## config.mk

```make
export PLATFORM = sky130hd
export DESIGN_NAME = alu_seq
export DESIGN_NICKNAME = d
export VERILOG_FILES = /design/src/rtl/alu_seq.sv
export SDC_FILE = /design/constraint.sdc
export NUM_CORES = 1
export LEC_CHECK = 0
export ABC_AREA = 1
export BUFFER_PORTS_ARGS = -buffer_cell sky130_fd_sc_hd__buf_2
export CELL_PAD_IN_SITES_DETAIL_PLACEMENT = 1
export CELL_PAD_IN_SITES_GLOBAL_PLACEMENT = 1
export CORE_ASPECT_RATIO = 2
export CORE_MARGIN = 2
export CORE_UTILIZATION = 32
export DETAILED_ROUTE_END_ITERATION = 6
export PLACE_DENSITY_LB_ADDON = 0.2
export SLEW_MARGIN = 10
export SYNTH_ARGS = -nofsm -noshare
export SYNTH_HDL_FRONTEND = slang
export SYNTH_SLANG_ARGS = --single-unit
```

## constraint.sdc

```tcl
create_clock -name clk -period 1.51 [get_ports clk]
set_clock_uncertainty 0.15 [all_clocks]
set_input_delay 0.453 -clock clk [delete_from_list [all_inputs] [get_ports clk]]
set_output_delay 0.453 -clock clk [all_outputs]
set_load 0.05 [all_outputs]
```

## src/rtl/alu_seq.sv

```systemverilog
// alu_seq: command sequencer around an external combinational ALU.
// Accepts LOAD / ALU / CLR / READ commands, keeps the accumulator (ACC),
// presents operands to the ALU, and returns each result through a
// valid/ready response port. It also counts completed responses.
module alu_seq #(
    parameter int W = 8
) (
    input  logic         clk,
    input  logic         rst,
    // command port
    input  logic         cmd_valid,
    output logic         cmd_ready,
    input  logic [1:0]   cmd_kind,
    input  logic [2:0]   cmd_op,
    input  logic [W-1:0] cmd_imm,
    // external ALU
    output logic [W-1:0] alu_A,
    output logic [W-1:0] alu_B,
    output logic [2:0]   alu_op,
    input  logic [W-1:0] alu_S,
    // response port
    output logic         res_valid,
    input  logic         res_ready,
    output logic [W-1:0] res_data,
    output logic         res_zero,
    output logic         res_neg,
    output logic [7:0]   op_count
);

    localparam logic [1:0] KIND_LOAD = 2'b00;
    localparam logic [1:0] KIND_ALU  = 2'b01;
    localparam logic [1:0] KIND_CLR  = 2'b10;
    localparam logic [1:0] KIND_READ = 2'b11;

    typedef enum logic [1:0] {
        IDLE = 2'b00,
        EXEC = 2'b01,
        RESP = 2'b10
    } state_t;

    state_t       state, state_nxt;
    logic [W-1:0] acc;
    logic [W-1:0] op_b;
    logic [2:0]   op_c;
    logic         cmd_acc;
    logic         res_done;

    // Handshake qualifiers; commands are only taken in IDLE.
    assign cmd_ready = (state == IDLE);
    assign cmd_acc   = cmd_valid && cmd_ready;
    assign res_valid = (state == RESP);
    assign res_done  = res_valid && res_ready;

    // Outputs are direct views of the registered state, so the response
    // stays stable for as long as the consumer stalls.
    assign alu_A    = acc;
    assign alu_B    = op_b;
    assign alu_op   = op_c;
    assign res_data = acc;
    assign res_zero = (acc == '0);
    assign res_neg  = acc[W-1];

    // State register.
    always_ff @(posedge clk) begin
        if (rst) begin
            state <= IDLE;
        end else begin
            state <= state_nxt;
        end
    end

    // Next-state logic: ALU commands take one extra EXEC cycle, the rest
    // go straight to RESP; RESP waits for the consumer.
    always_comb begin
        state_nxt = state;
        case (state)
            IDLE: begin
                if (cmd_acc) begin
                    if (cmd_kind == KIND_ALU) begin
                        state_nxt = EXEC;
                    end else begin
                        state_nxt = RESP;
                    end
                end
            end
            EXEC: begin
                state_nxt = RESP;
            end
            RESP: begin
                if (res_ready) begin
                    state_nxt = IDLE;
                end
            end
            default: begin
                state_nxt = IDLE;
            end
        endcase
    end

    // Accumulator and registered ALU operands; fields of the command are
    // sampled only on the accept edge. Reset discards any pending command.
    always_ff @(posedge clk) begin
        if (rst) begin
            acc  <= '0;
            op_b <= '0;
            op_c <= 3'b000;
        end else if (cmd_acc) begin
            case (cmd_kind)
                KIND_LOAD: acc <= cmd_imm;
                KIND_ALU: begin
                    op_b <= cmd_imm;
                    op_c <= cmd_op;
                end
                KIND_CLR:  acc <= '0;
                KIND_READ: acc <= acc;
                default:   acc <= acc;
            endcase
        end else if (state == EXEC) begin
            acc <= alu_S;
        end
    end

    // Completed-response counter, wraps naturally at 8 bits.
    always_ff @(posedge clk) begin
        if (rst) begin
            op_count <= 8'd0;
        end else if (res_done) begin
            op_count <= op_count + 8'd1;
        end
    end

endmodule
```

Word level (Yosys, flattened, before mapping)
Cells that the tools add are included.

word-level totals
  register bits after elaboration = 29
  bits of input ports = 25
  output and inout port bits = 39

operators by class
  $add $sub $neg = 1
  eq/ne operators = 7
  multiplexer cells = 7
  reductions and logical operators = 9

operator list
  operator                                               count
  2-to-1 mux 8 bit                                       2
  one-hot mux 8 bit (2 select lines)                     1
  adder 8 x 1 -> 8 bit, second input constant            1
  logical NOT 8 bit                                      1
  2-to-1 mux 2 bit                                       3
  one-hot mux 2 bit (3 select lines)                     1
  AND reduction 2 bit                                    3
  equality test 2 x 1 -> 1 bit, second input constant    2
  equality test 2 bit, second input constant             2
  logical NOT 2 bit                                      2
  inequality test 2 x 1 -> 1 bit, second input constant  2
  inequality test 3 x 1 -> 1 bit, second input constant  1
  logical AND 1 bit                                      2
  nonzero test 2 bit                                     1

Logic depth before layout (Yosys ltp)
Gate-level depths: netlist of the first run.

  depth in word-level cells = 4
  gate-level depth with buffers = 8

Worst setup path after synthesis of the first run
Ideal clock, no wire load.

  path type = reg-to-output
  start = register acc[0], in the netlist alu_A[0]
  end = output res_zero
  arrival time = 1.358 ns
  data required time = 0.907 ns
  setup slack = -0.451 ns
  stages on the path, launching flop included = 4
  buffers on the path = 0
  path through = dfxtp_1 inv_1 nand4_1 nor2_1

on the way
  longest elaborated chain between the ends = 1

RTL lines
  item                      line  RTL
  start: declaration        42    logic [W-1:0] acc;
  start signal: assignment  109   KIND_LOAD: acc <= cmd_imm;
  start signal: assignment  119   acc <= alu_S;
  logical NOT 8 bit         60    assign res_zero = (acc == '0);
  end: declaration          25    output logic res_zero,

Every way passes these cells.

Worst setup path after layout of the first run
  start = register acc[1], in the netlist alu_A[1]
  end = output res_zero

The elaborated chain is that of the path after synthesis.

==> qor.txt, run 1 <==
===========================================================================================
Main area contributors after synthesis                                         sky130_fd_sc_hd__dfxtp_1 (40%), sky130_fd_sc_hd__nand2_1 (14%), sky130_fd_sc_hd__nor2_1 (10%)
Ratio of cells with drive above 1 in the final layout                                 0.466
Part of the Yosys area used for sequential elements                                   0.396
Worst slack after detailed placement                                               -44.9 ps
Failing checks                                                                 negative setup slack
Post-Syn Area                                                                   0.00147 mm²
Syn Inst Count                                                                          208
CP peak stage delay                                                                  330 ps
Classification of the worst setup path                                           reg -> out
Number of violations of the max-capacitance limit                                         0
Final-report max-slew violation count                                                     0
Library cell contributing the largest single delay on the critical path        sky130_fd_sc_hd__dfxtp_2
Startpoint of the most critical setup path                                         alu_A[1]
Length of the first detailed-routing pass in iterations                                   4
Area delta synth->final                                                               56.5%
Post-synthesis cell type count                                                           19
Met2 capacity usage during global routing                                             0.363
Top flip-flop cell by instance count after synthesis                           sky130_fd_sc_hd__dfxtp_1
Count of port buffers added during placement                                             63
Busiest layer in global routing                                                        met2
Worst vdd rail ir drop                                                             0.749 mV
Leakage                                                                             1.13 nW
Clock buffer count from CTS                                                               5
Period utilisation layout                                                              1.13
Syn avg cell area                                                                  7.04 µm²
Number of design-rule violations left by the first detailed-router iteration             16
Kind of start point of the critical path                                           register
Utilization after layout                                                              0.523
Endpoint class of the critical path                                              output pin
Worst setup slack after layout                                                      -198 ps
Horizontal die dimension                                                            51.8 µm
FP Rows                                                                                  34
Reg-to-reg critical path startpoint                                                state[0]
Global-route met1 utilization                                                         0.170
Clock-pin slew on the worst setup and hold paths                                      70 ps
Clock latency of the later-clocked register in the worst-skew pair                   270 ps
End point of the worst hold path                                                   alu_A[0]
Number of DRC violations after detailed routing                                           0
Global-route congestion overflow total                                                    0
Detailed-route vias per instance                                                       4.65
Hold violation count in the final report                                                  0
Count of antenna diodes in the layout                                                     0
Synth Net Count                                                                         234
Setup repair after global routing missed its margin                                     yes
Initial Utilization                                                                   0.334
I/O Pins                                                                                 64
Buffer type at the clock tree root                                             sky130_fd_sc_hd__clkbuf_8
Start point of the worst min-delay path                                            alu_S[0]
GR Layer Usage met3                                                                  0.0330
R2r endpoint                                                                       alu_B[6]
Layout Nets                                                                             308
Arrival time at the worst endpoint                                                  1110 ps
Global router's overall resource usage                                                0.180
Cells traversed along the worst timing path                                    inv_2 -> nand4_1 -> nor2_4 -> buf_6
Dominant cell by count in the synthesized netlist                              sky130_fd_sc_hd__nand2_1
Bufs on Longest Clock Path                                                                2
Period minus WS final                                                               1710 ps
YS warnings                                                                               0
Area share of the largest cell type after synthesis                                   0.396
Cell count of the worst reg-to-reg path                                                   7
Worst setup slack for register-to-register paths                                      60 ps
Total number of vias                                                                   1566
Register bit count reported by yosys                                                     29
Status                                                                         complete, but fails checks
Hold Path Depth                                                                           3
Number of flops mapped to enable cells by yosys                                           0
Std-Cell Core Area                                                              0.00438 mm²
Number of global-route vias before repair                                              1641
H-tree depth                                                                              2
Fmax                                                                                585 MHz
Global placer's final weighted congestion                                             0.689
CP required                                                                          910 ps
Yosys top cell by area                                                         sky130_fd_sc_hd__dfxtp_1
Remaining antenna violation count after routing                                           0
Most frequent cells after synthesis                                            sky130_fd_sc_hd__nand2_1 (53), sky130_fd_sc_hd__nor2_1 (40), sky130_fd_sc_hd__dfxtp_1 (29)
Worst relative slew slack                                                             0.802
Die Y-Extent                                                                        99.7 µm
Pin count of the biggest net entering global routing                                     20
Share of flip-flops with an asynchronous set or reset                                     0
Die ar.                                                                         0.00517 mm²
Wire per inst                                                                       13.2 µm
Number of antenna violations at the first check in global routing                         0
Min-delay worst type                                                              in -> reg
Total length of routed wires                                                        4450 µm
PwrDens                                                                         1040 mW/mm²
Clock tree from TritonCTS                                                               yes
Half-perimeter wire length of the detailed placement result                         3350 µm
First-pass GRT wire length                                                          7130 µm
Final setup vio count                                                                     3
Highest net fanout along the worst path                                                   2
Clk sink count                                                                           29
Slew at the pin closest to its max-slew limit                                        296 ps
===========================================================================================
==> state kept, by name, indices dropped and copies added, names as in the netlist <==
name and cells:
state 2, alu_B 8, op_count 8, alu_A 8, alu_op 3
==> stage by stage <==
stage	TNS (ps)	power [mW]	instance area [µm²]	instances	hold slack [ps]
3_3_place_gp	-40.9	1.44	1880	322	323
6_report	-242	2.39	2290	337	255
5_1_grt	-448	2.51	2290	337	269
4_1_cts	-286	2.37	2160	334	253
3_5_place_dp	-44.9	1.45	1880	322	326
2_1_floorplan	-33.3	1.29	1500	208	365
==> report_power, final <==
| part | switching, mW | internal, mW | total, mW |
|---|---|---|---|
| clock | 0.306 | 0.536 | 0.842 |
| combinational | 0.450 | 0.266 | 0.717 |
| sequential | 0.0283 | 0.807 | 0.835 |
| total | 0.785 | 1.61 | 2.39 |
==> worst max-delay path, delay by kind of cell (launching register included) <==
| family | cells | cell delay, ps |
|---|---|---|
| buffers and inverters | 2 | 210 |
| flip-flops | 1 | 330 |
| AND/OR/NAND/NOR | 2 | 290 |
==> cell families after synthesis <==
kind of cell	synth area share
AO/OA/AOI/OAI	0.0854
XOR/XNOR	0.0120
adder cells (fa/ha/maj)	0.00854
flip-flops	0.396
AND/OR/NAND/NOR	0.369
buffers and inverters	0.129
==> placed cells by master, fill, tap and decap left out <==
cell type and instances:
sky130_fd_sc_hd__inv_2 5, sky130_fd_sc_hd__clkbuf_4 9, sky130_fd_sc_hd__ha_1 1, sky130_fd_sc_hd__nor3_2 10, sky130_fd_sc_hd__nand3_1 7, sky130_fd_sc_hd__nand4_1 2
sky130_fd_sc_hd__o21ai_0 11, sky130_fd_sc_hd__bufinv_16 1, sky130_fd_sc_hd__dfxtp_4 2, sky130_fd_sc_hd__a21oi_1 14, sky130_fd_sc_hd__dfxtp_1 14, sky130_fd_sc_hd__xor2_1 2
sky130_fd_sc_hd__clkbuf_16 1, sky130_fd_sc_hd__nand2_1 52, sky130_fd_sc_hd__buf_4 19, sky130_fd_sc_hd__nand2_4 1, sky130_fd_sc_hd__clkinvlp_4 1, sky130_fd_sc_hd__nor2_1 37
sky130_fd_sc_hd__nor2_2 2, sky130_fd_sc_hd__nor3_1 1, sky130_fd_sc_hd__buf_2 30, sky130_fd_sc_hd__buf_8 6, sky130_fd_sc_hd__clkbuf_8 6, sky130_fd_sc_hd__nor3_4 1
sky130_fd_sc_hd__inv_1 10, sky130_fd_sc_hd__nand2_2 1, sky130_fd_sc_hd__nor2_4 3, sky130_fd_sc_hd__inv_4 1, sky130_fd_sc_hd__nand3_2 1, sky130_fd_sc_hd__buf_6 17
sky130_fd_sc_hd__dfxtp_2 13, sky130_fd_sc_hd__buf_12 2
==> metal layers <==
layer	routed length (µm)	vias up	share of wire
li1	-	790	-
met2	2640	41	0.59
met3	176	4	0.040
met5	0	-	0
met4	42	0	0.0094
met1	1590	731	0.36
==> timing repair <==
item | CTS | global route
endpoints found under the setup margin | 18 | 37
setup buffers | 4 | 3
gates cloned | 0 | 1
pin swaps | 4 | 1
hold buffers | 0 | 0
gates resized for setup | 50 | 32
==> worst max path at each step <==
stage | to | cells past startpoint
final | res_zero | 4
after global routing | res_zero | 4
after CTS | res_zero | 4
after detailed placement | res_zero | 4
after global placement | res_zero | 4
after floorplan | res_zero | 3
==> cell type report <==
| class | count | area, µm² |
|---|---|---|
| well taps | 54 | 67.6 |
| clock inverters | 2 | 37.5 |
| fillers | 569 | 2090 |
| repair buffers | 84 | 707 |
| inverters | 16 | 62.6 |
| clock buffers | 6 | 82.6 |
| flip-flops and latches | 29 | 604 |
| multi-input cells | 146 | 732 |
(Power assumes the default switching activity.)
==> run 2, diff against run 1 <==
--- a/config.mk
+++ b/config.mk
@@ -5,7 +5,6 @@
 export SDC_FILE = /design/constraint.sdc
 export NUM_CORES = 1
 export LEC_CHECK = 0
-export ABC_AREA = 1
 export BUFFER_PORTS_ARGS = -buffer_cell sky130_fd_sc_hd__buf_2
 export CELL_PAD_IN_SITES_DETAIL_PLACEMENT = 1
 export CELL_PAD_IN_SITES_GLOBAL_PLACEMENT = 1
==> qor.txt, run 2 <==
===========================================================================================
Failing checks                                                                 negative setup slack
Bufs on Longest Clock Path                                                                2
Slew at the pin closest to its max-slew limit                                        427 ps
Count of antenna diodes in the layout                                                     0
Syn Inst Count                                                                          140
Hold violation count in the final report                                                  0
Die Y-Extent                                                                        93.8 µm
YS warnings                                                                               0
Worst vdd rail ir drop                                                             0.824 mV
Ratio of cells with drive above 1 in the final layout                                 0.674
Total number of vias                                                                   1462
Total length of routed wires                                                        5900 µm
Syn avg cell area                                                                  9.21 µm²
Area delta synth->final                                                               91.7%
Final-layout fill cell count                                                            435
Clock latency of the later-clocked register in the worst-skew pair                   290 ps
Buffer type at the clock tree root                                             sky130_fd_sc_hd__clkbuf_8
Most used cells in the layout excluding fill and tap cells                     sky130_fd_sc_hd__nor2_1 (26), sky130_fd_sc_hd__buf_2 (26), sky130_fd_sc_hd__buf_4 (26)
Post-synthesis cell type count                                                           32
Number of DRC violations after detailed routing                                           0
Period minus WS final                                                               2080 ps
H-tree depth                                                                              2
Synth Net Count                                                                         166
Layout Nets                                                                             255
Worst slack after detailed placement                                                -420 ps
Final-report max-slew violation count                                                     0
PwrDens                                                                          954 mW/mm²
Cell count of the worst reg-to-reg path                                                   6
Wire per inst                                                                       21.0 µm
Number of global-route vias before repair                                              1545
Clock-pin slew on the worst setup and hold paths                                      60 ps
CP required                                                                          910 ps
Part of the Yosys area used for sequential elements                                   0.450
Worst setup slack after layout                                                      -567 ps
Yosys top cell by area                                                         sky130_fd_sc_hd__dfxtp_1
Final setup vio count                                                                    31
Clk sink count                                                                           29
Half-perimeter wire length of the detailed placement result                         3120 µm
FP Rows                                                                                  32
Global router's overall resource usage                                                0.239
Global-route congestion overflow total                                                    0
Arrival time at the worst endpoint                                                  1470 ps
Global placer's final weighted congestion                                             0.805
Number of flops mapped to enable cells by yosys                                           0
Number of hold buffers added after CTS                                                    0
Top flip-flop cell by instance count after synthesis                           sky130_fd_sc_hd__dfxtp_1
Detailed-route vias per instance                                                       5.20
Endpoint class of the critical path                                              output pin
Worst relative slew slack                                                             0.715
Count of port buffers added during placement                                             63
Std-Cell Core Area                                                              0.00384 mm²
Clock buffer count from CTS                                                               5
Register bit count reported by yosys                                                     29
Setup TNS                                                                          -4110 ps
Initial Utilization                                                                   0.336
Number of design-rule violations left by the first detailed-router iteration             24
Period utilisation layout                                                              1.38
Share of flip-flops with an asynchronous set or reset                                     0
Hold Path Depth                                                                           3
Most frequent cells after synthesis                                            sky130_fd_sc_hd__dfxtp_1 (29), sky130_fd_sc_hd__nor2_1 (28), sky130_fd_sc_hd__mux2i_1 (11)
Setup repair after global routing missed its margin                                     yes
Area share of the largest cell type after synthesis                                   0.450
Length of the first detailed-routing pass in iterations                                   4
Kind of start point of the critical path                                           register
Min-delay worst type                                                              in -> reg
First-pass GRT wire length                                                          7970 µm
Post-Syn Area                                                                   0.00129 mm²
Remaining antenna violation count after routing                                           0
Main area contributors after synthesis                                         sky130_fd_sc_hd__dfxtp_1 (45%), sky130_fd_sc_hd__mux2i_1 (8.5%), sky130_fd_sc_hd__nor2_1 (8.1%)
Clock tree from TritonCTS                                                               yes
Number of antenna violations at the first check in global routing                         0
Pin count of the biggest net entering global routing                                     30
Die ar.                                                                         0.00459 mm²
Leakage                                                                             1.13 nW
Status                                                                         complete, but fails checks
Horizontal die dimension                                                            48.9 µm
Classification of the worst setup path                                           reg -> out
Dominant cell by count in the synthesized netlist                              sky130_fd_sc_hd__dfxtp_1
I/O Pins                                                                                 64
Number of violations of the max-capacitance limit                                         0
Highest net fanout along the worst path                                                   2
Fmax                                                                                481 MHz
===========================================================================================
run 2: cell types whose count changed in the layout (fill, tap and decap cells not counted), sizes merged, moves of 11 or more:
| cell | before | now |
|---|---|---|
| nand2 | 54 | 6 |
| inv | 16 | 2 |
| mux2i | 0 | 11 |
| buf | 74 | 90 |
| nor2 | 42 | 28 |
run 2: per-layer routing:
| metal | share of wire | track usage |
|---|---|---|
| met4 | 0.056 | 0.124 |
| met3 | 0.045 | 0.0494 |
| met5 | 0 | 0 |
| met1 | 0.29 | 0.196 |
| met2 | 0.61 | 0.499 |
run 2: cell type report:
cell class                 count  area [µm²]  share of cell area
timing repair buffer          98         903               0.365
multi-input combinational     93         786               0.318
sequential                    29         608               0.246
clock buffer                   7        96.3              0.0390
tap                           51        63.8              0.0258
inverter                       2        10.0             0.00405
clock inverter                 1        5.00             0.00202
run 2: report_power, final:
part	total [mW]	leakage [nW]	internal, mW	switching, mW
clock network	0.723	0.0542	0.411	0.312
registers	0.828	0.244	0.800	0.0273
logic	0.808	0.834	0.339	0.469
run 2: cells by family (layout without fill, tap and decap cells):
kind of cell / count (synthesis) / in the layout / synth area share
compound gates: 18 / 18 / 0.105
flops: 29 / 29 / 0.450
xor+xnor: 5 / 5 / 0.0340
fa+ha+maj: 1 / 1 / 0.00970
simple gates: 58 / 58 / 0.213
mux: 11 / 11 / 0.0854
buf+inv: 18 / 108 / 0.103
run 2: metrics by stage:
stage | utilization | area, µm² | hold slack, ps | cells | total power, mW
6_report | 0.643 | 2470 | 259 | 281 | 2.36
3_3_place_gp | 0.471 | 1810 | 319 | 265 | 1.38
2_1_floorplan | - | 1330 | 402 | 140 | 1.23
3_5_place_dp | 0.471 | 1810 | 336 | 265 | 1.40
4_1_cts | 0.590 | 2270 | 260 | 278 | 2.25
5_1_grt | 0.643 | 2470 | 285 | 281 | 2.43
run 2: worst paths after layout:
path	end	slack (ps)	startpoint
max reg2reg	alu_A[1]	-290	state[0]
max	res_zero	-570	alu_A[1]
min	alu_op[1]	260	cmd_op[1]
min reg2reg	op_count[1]	360	op_count[1]
run 2: timing repair:
action | 4_1_cts | 5_1_grt
cloned | 1 | 0
setup buffers | 4 | 6
pin swaps | 16 | 9
resized for setup | 83 | 49
endpoints found under the setup margin | 45 | 58
run 2: critical path, cell delays in order, from the launching register on:
cell	delay [ps]
sky130_fd_sc_hd__dfxtp_4	350
sky130_fd_sc_hd__or4_4	570
sky130_fd_sc_hd__nor2_4	110
sky130_fd_sc_hd__buf_6	160
==> run 3, diff against run 2 <==
==> constraint.sdc (replaced) <==
create_clock -name clk -period 1.51 [get_ports clk]
set_clock_uncertainty 0.15 [all_clocks]
set_input_delay 0.0755 -clock clk [delete_from_list [all_inputs] [get_ports clk]]
set_output_delay 0.0755 -clock clk [all_outputs]
set_load 0.05 [all_outputs]
==> qor.txt, run 3 (same netlist as run 2, synthesis figures left out) <==
===========================================================================================
Status                                                                         complete, but fails checks
Failing checks                                                                 negative setup slack
Clock-pin slew on the worst setup and hold paths                                      70 ps
Remaining antenna violation count after routing                                           0
Count of port buffers added during placement                                             63
Global-route congestion overflow total                                                    0
Kind of cell adding the most delay to the critical path                        simple AND/OR/NAND/NOR gates
Worst setup slack for register-to-register paths                                    -200 ps
Die Y-Extent                                                                        93.8 µm
Die ar.                                                                         0.00459 mm²
Fmax                                                                                586 MHz
Half-perimeter wire length of the detailed placement result                         2920 µm
Cells traversed along the worst timing path                                    or3b_4 -> buf_8 -> buf_12 -> a221oi_1 -> nor3_1
Highest net fanout along the worst path                                                   7
Number of DRC violations after detailed routing                                           0
Global router's overall resource usage                                                0.208
Period minus WS final                                                               1710 ps
Horizontal die dimension                                                            48.9 µm
Clk sink count                                                                           29
Setup repair after global routing missed its margin                                     yes
GR Layer Usage met3                                                                  0.0525
Worst vdd rail ir drop                                                             0.962 mV
Number of global-route vias before repair                                              1486
First-pass GRT wire length                                                          7120 µm
Critical path endpoint                                                             alu_A[5]
I/O Pins                                                                                 64
Count of antenna diodes in the layout                                                     0
CP peak stage delay                                                                  410 ps
Startpoint of the most critical setup path                                         state[1]
Ratio of cells with drive above 1 in the final layout                                 0.483
Length of the first detailed-routing pass in iterations                                   4
Total length of routed wires                                                        4550 µm
Clock latency of the later-clocked register in the worst-skew pair                   280 ps
Global placer's final weighted congestion                                             0.742
Kind of start point of the critical path                                           register
H-tree depth                                                                              2
Endpoint class of the critical path                                                register
Wire per inst                                                                       16.1 µm
Layout Nets                                                                             257
Clock buffer count from CTS                                                               5
Most used cells in the layout excluding fill and tap cells                     sky130_fd_sc_hd__buf_2 (61), sky130_fd_sc_hd__nor2_1 (27), sky130_fd_sc_hd__dlygate4sd3_1 (21)
Area delta synth->final                                                               66.4%
Number of violations of the max-capacitance limit                                         0
Std-Cell Core Area                                                              0.00384 mm²
Classification of the worst setup path                                           reg -> reg
PwrDens                                                                         1100 mW/mm²
Arrival time at the worst endpoint                                                  1700 ps
Area of placed instances                                                        0.00165 mm²
Total number of vias                                                                   1365
Worst setup slack after layout                                                      -197 ps
Hold violation count in the final report                                                  0
Min-delay worst type                                                              in -> reg
Reg-to-reg critical path startpoint                                                state[1]
Busiest layer in global routing                                                        met2
Initial Utilization                                                                   0.336
Number of cells on the critical path                                                      5
Bufs on Longest Clock Path                                                                2
Utilization after layout                                                              0.559
Buffer type at the clock tree root                                             sky130_fd_sc_hd__clkbuf_8
Leakage                                                                             1.05 nW
Critical path buffers and inverters                                                       2
Number of antenna violations at the first check in global routing                         0
Slew at the pin closest to its max-slew limit                                        655 ps
Library cell contributing the largest single delay on the critical path        sky130_fd_sc_hd__or3b_4
Number of design-rule violations left by the first detailed-router iteration              8
Cell count of the worst reg-to-reg path                                                   5
Pin count of the biggest net entering global routing                                     30
Detailed-route vias per instance                                                       4.82
FP Rows                                                                                  32
Final non-filler cell area                                                      0.00215 mm²
Worst relative slew slack                                                             0.562
Commonest non-fill, non-tap cell in the layout                                 sky130_fd_sc_hd__buf_2
Final-report max-slew violation count                                                     0
Clock tree from TritonCTS                                                               yes
Final setup vio count                                                                    21
R2r endpoint                                                                       alu_A[5]
Period utilisation layout                                                              1.13
Met2 capacity usage during global routing                                             0.419
Global-route met1 utilization                                                         0.179
CP required                                                                         1500 ps
===========================================================================================
[run 3: cell count changes in the layout (fill, tap and decap cells not counted), sizes merged]
| cell | delta |
|---|---|
| bufinv | +1 |
| dlygate4sd3 | +21 |
| buf | -11 |
| clkbuf | -9 |
[run 3: power by group]
part	leakage, nW	internal [mW]	switching, mW
Sequential	0.241	0.798	0.0233
Combinational	0.738	0.235	0.392
Clock	0.0663	0.589	0.314
[run 3: metrics by stage]
stage,setup TNS (ps),total power [mW],hold WS [ps],setup slack (ps),instances
floorplan,-3240,1.21,69.4,-252,140
global placement,-1460,1.32,161,-91.5,248
detailed placement,-2280,1.33,166,-145,248
CTS,-2000,2.33,9.56,-148,280
global route,-4220,2.45,47.8,-274,283
finish,-2560,2.35,9.75,-197,283
[run 3: final cells by class]
type | count | area [µm²]
clock buffer | 6 | 93.8
sequential | 29 | 598
fill | 469 | 1700
multi-input combinational | 93 | 637
timing repair buffer | 100 | 709
clock inverter | 2 | 35.0
inverter | 2 | 10.0
tap | 51 | 63.8
[run 3: metal layers]
| layer | vias to the layer above | share of wire | wire length, µm |
|---|---|---|---|
| met5 | - | 0 | 0 |
| met4 | 0 | 0.033 | 151 |
| met3 | 13 | 0.047 | 213 |
| met2 | 50 | 0.60 | 2730 |
| met1 | 644 | 0.32 | 1460 |
| li1 | 658 | - | - |
[run 3: timing repair]
action / CTS / global route
pin swaps: 13 / 6
hold endpoints to repair: 21 / 0
setup endpoints to repair: 24 / 24
resized for setup: 18 / 12
hold buffers: 21 / 0
setup buffers: 3 / 3
[run 3: how the worst min path moves through the flow]
stage	from	end	cells after the start	slack, ps
4_1_cts	res_ready	op_count[1]	4	10
5_1_grt	res_ready	op_count[1]	4	50
2_1_floorplan	cmd_imm[0]	alu_B[0]	2	70
3_5_place_dp	cmd_op[2]	alu_op[2]	3	170
3_3_place_gp	cmd_op[2]	alu_op[2]	3	160
6_report	res_ready	op_count[1]	4	10
[run 3: tightest hold or removal path, stage by stage]
cell,delay (ps)
sky130_fd_sc_hd__buf_2,120
sky130_fd_sc_hd__nand2_1,90
sky130_fd_sc_hd__nand2_1,70
sky130_fd_sc_hd__a21oi_1,50
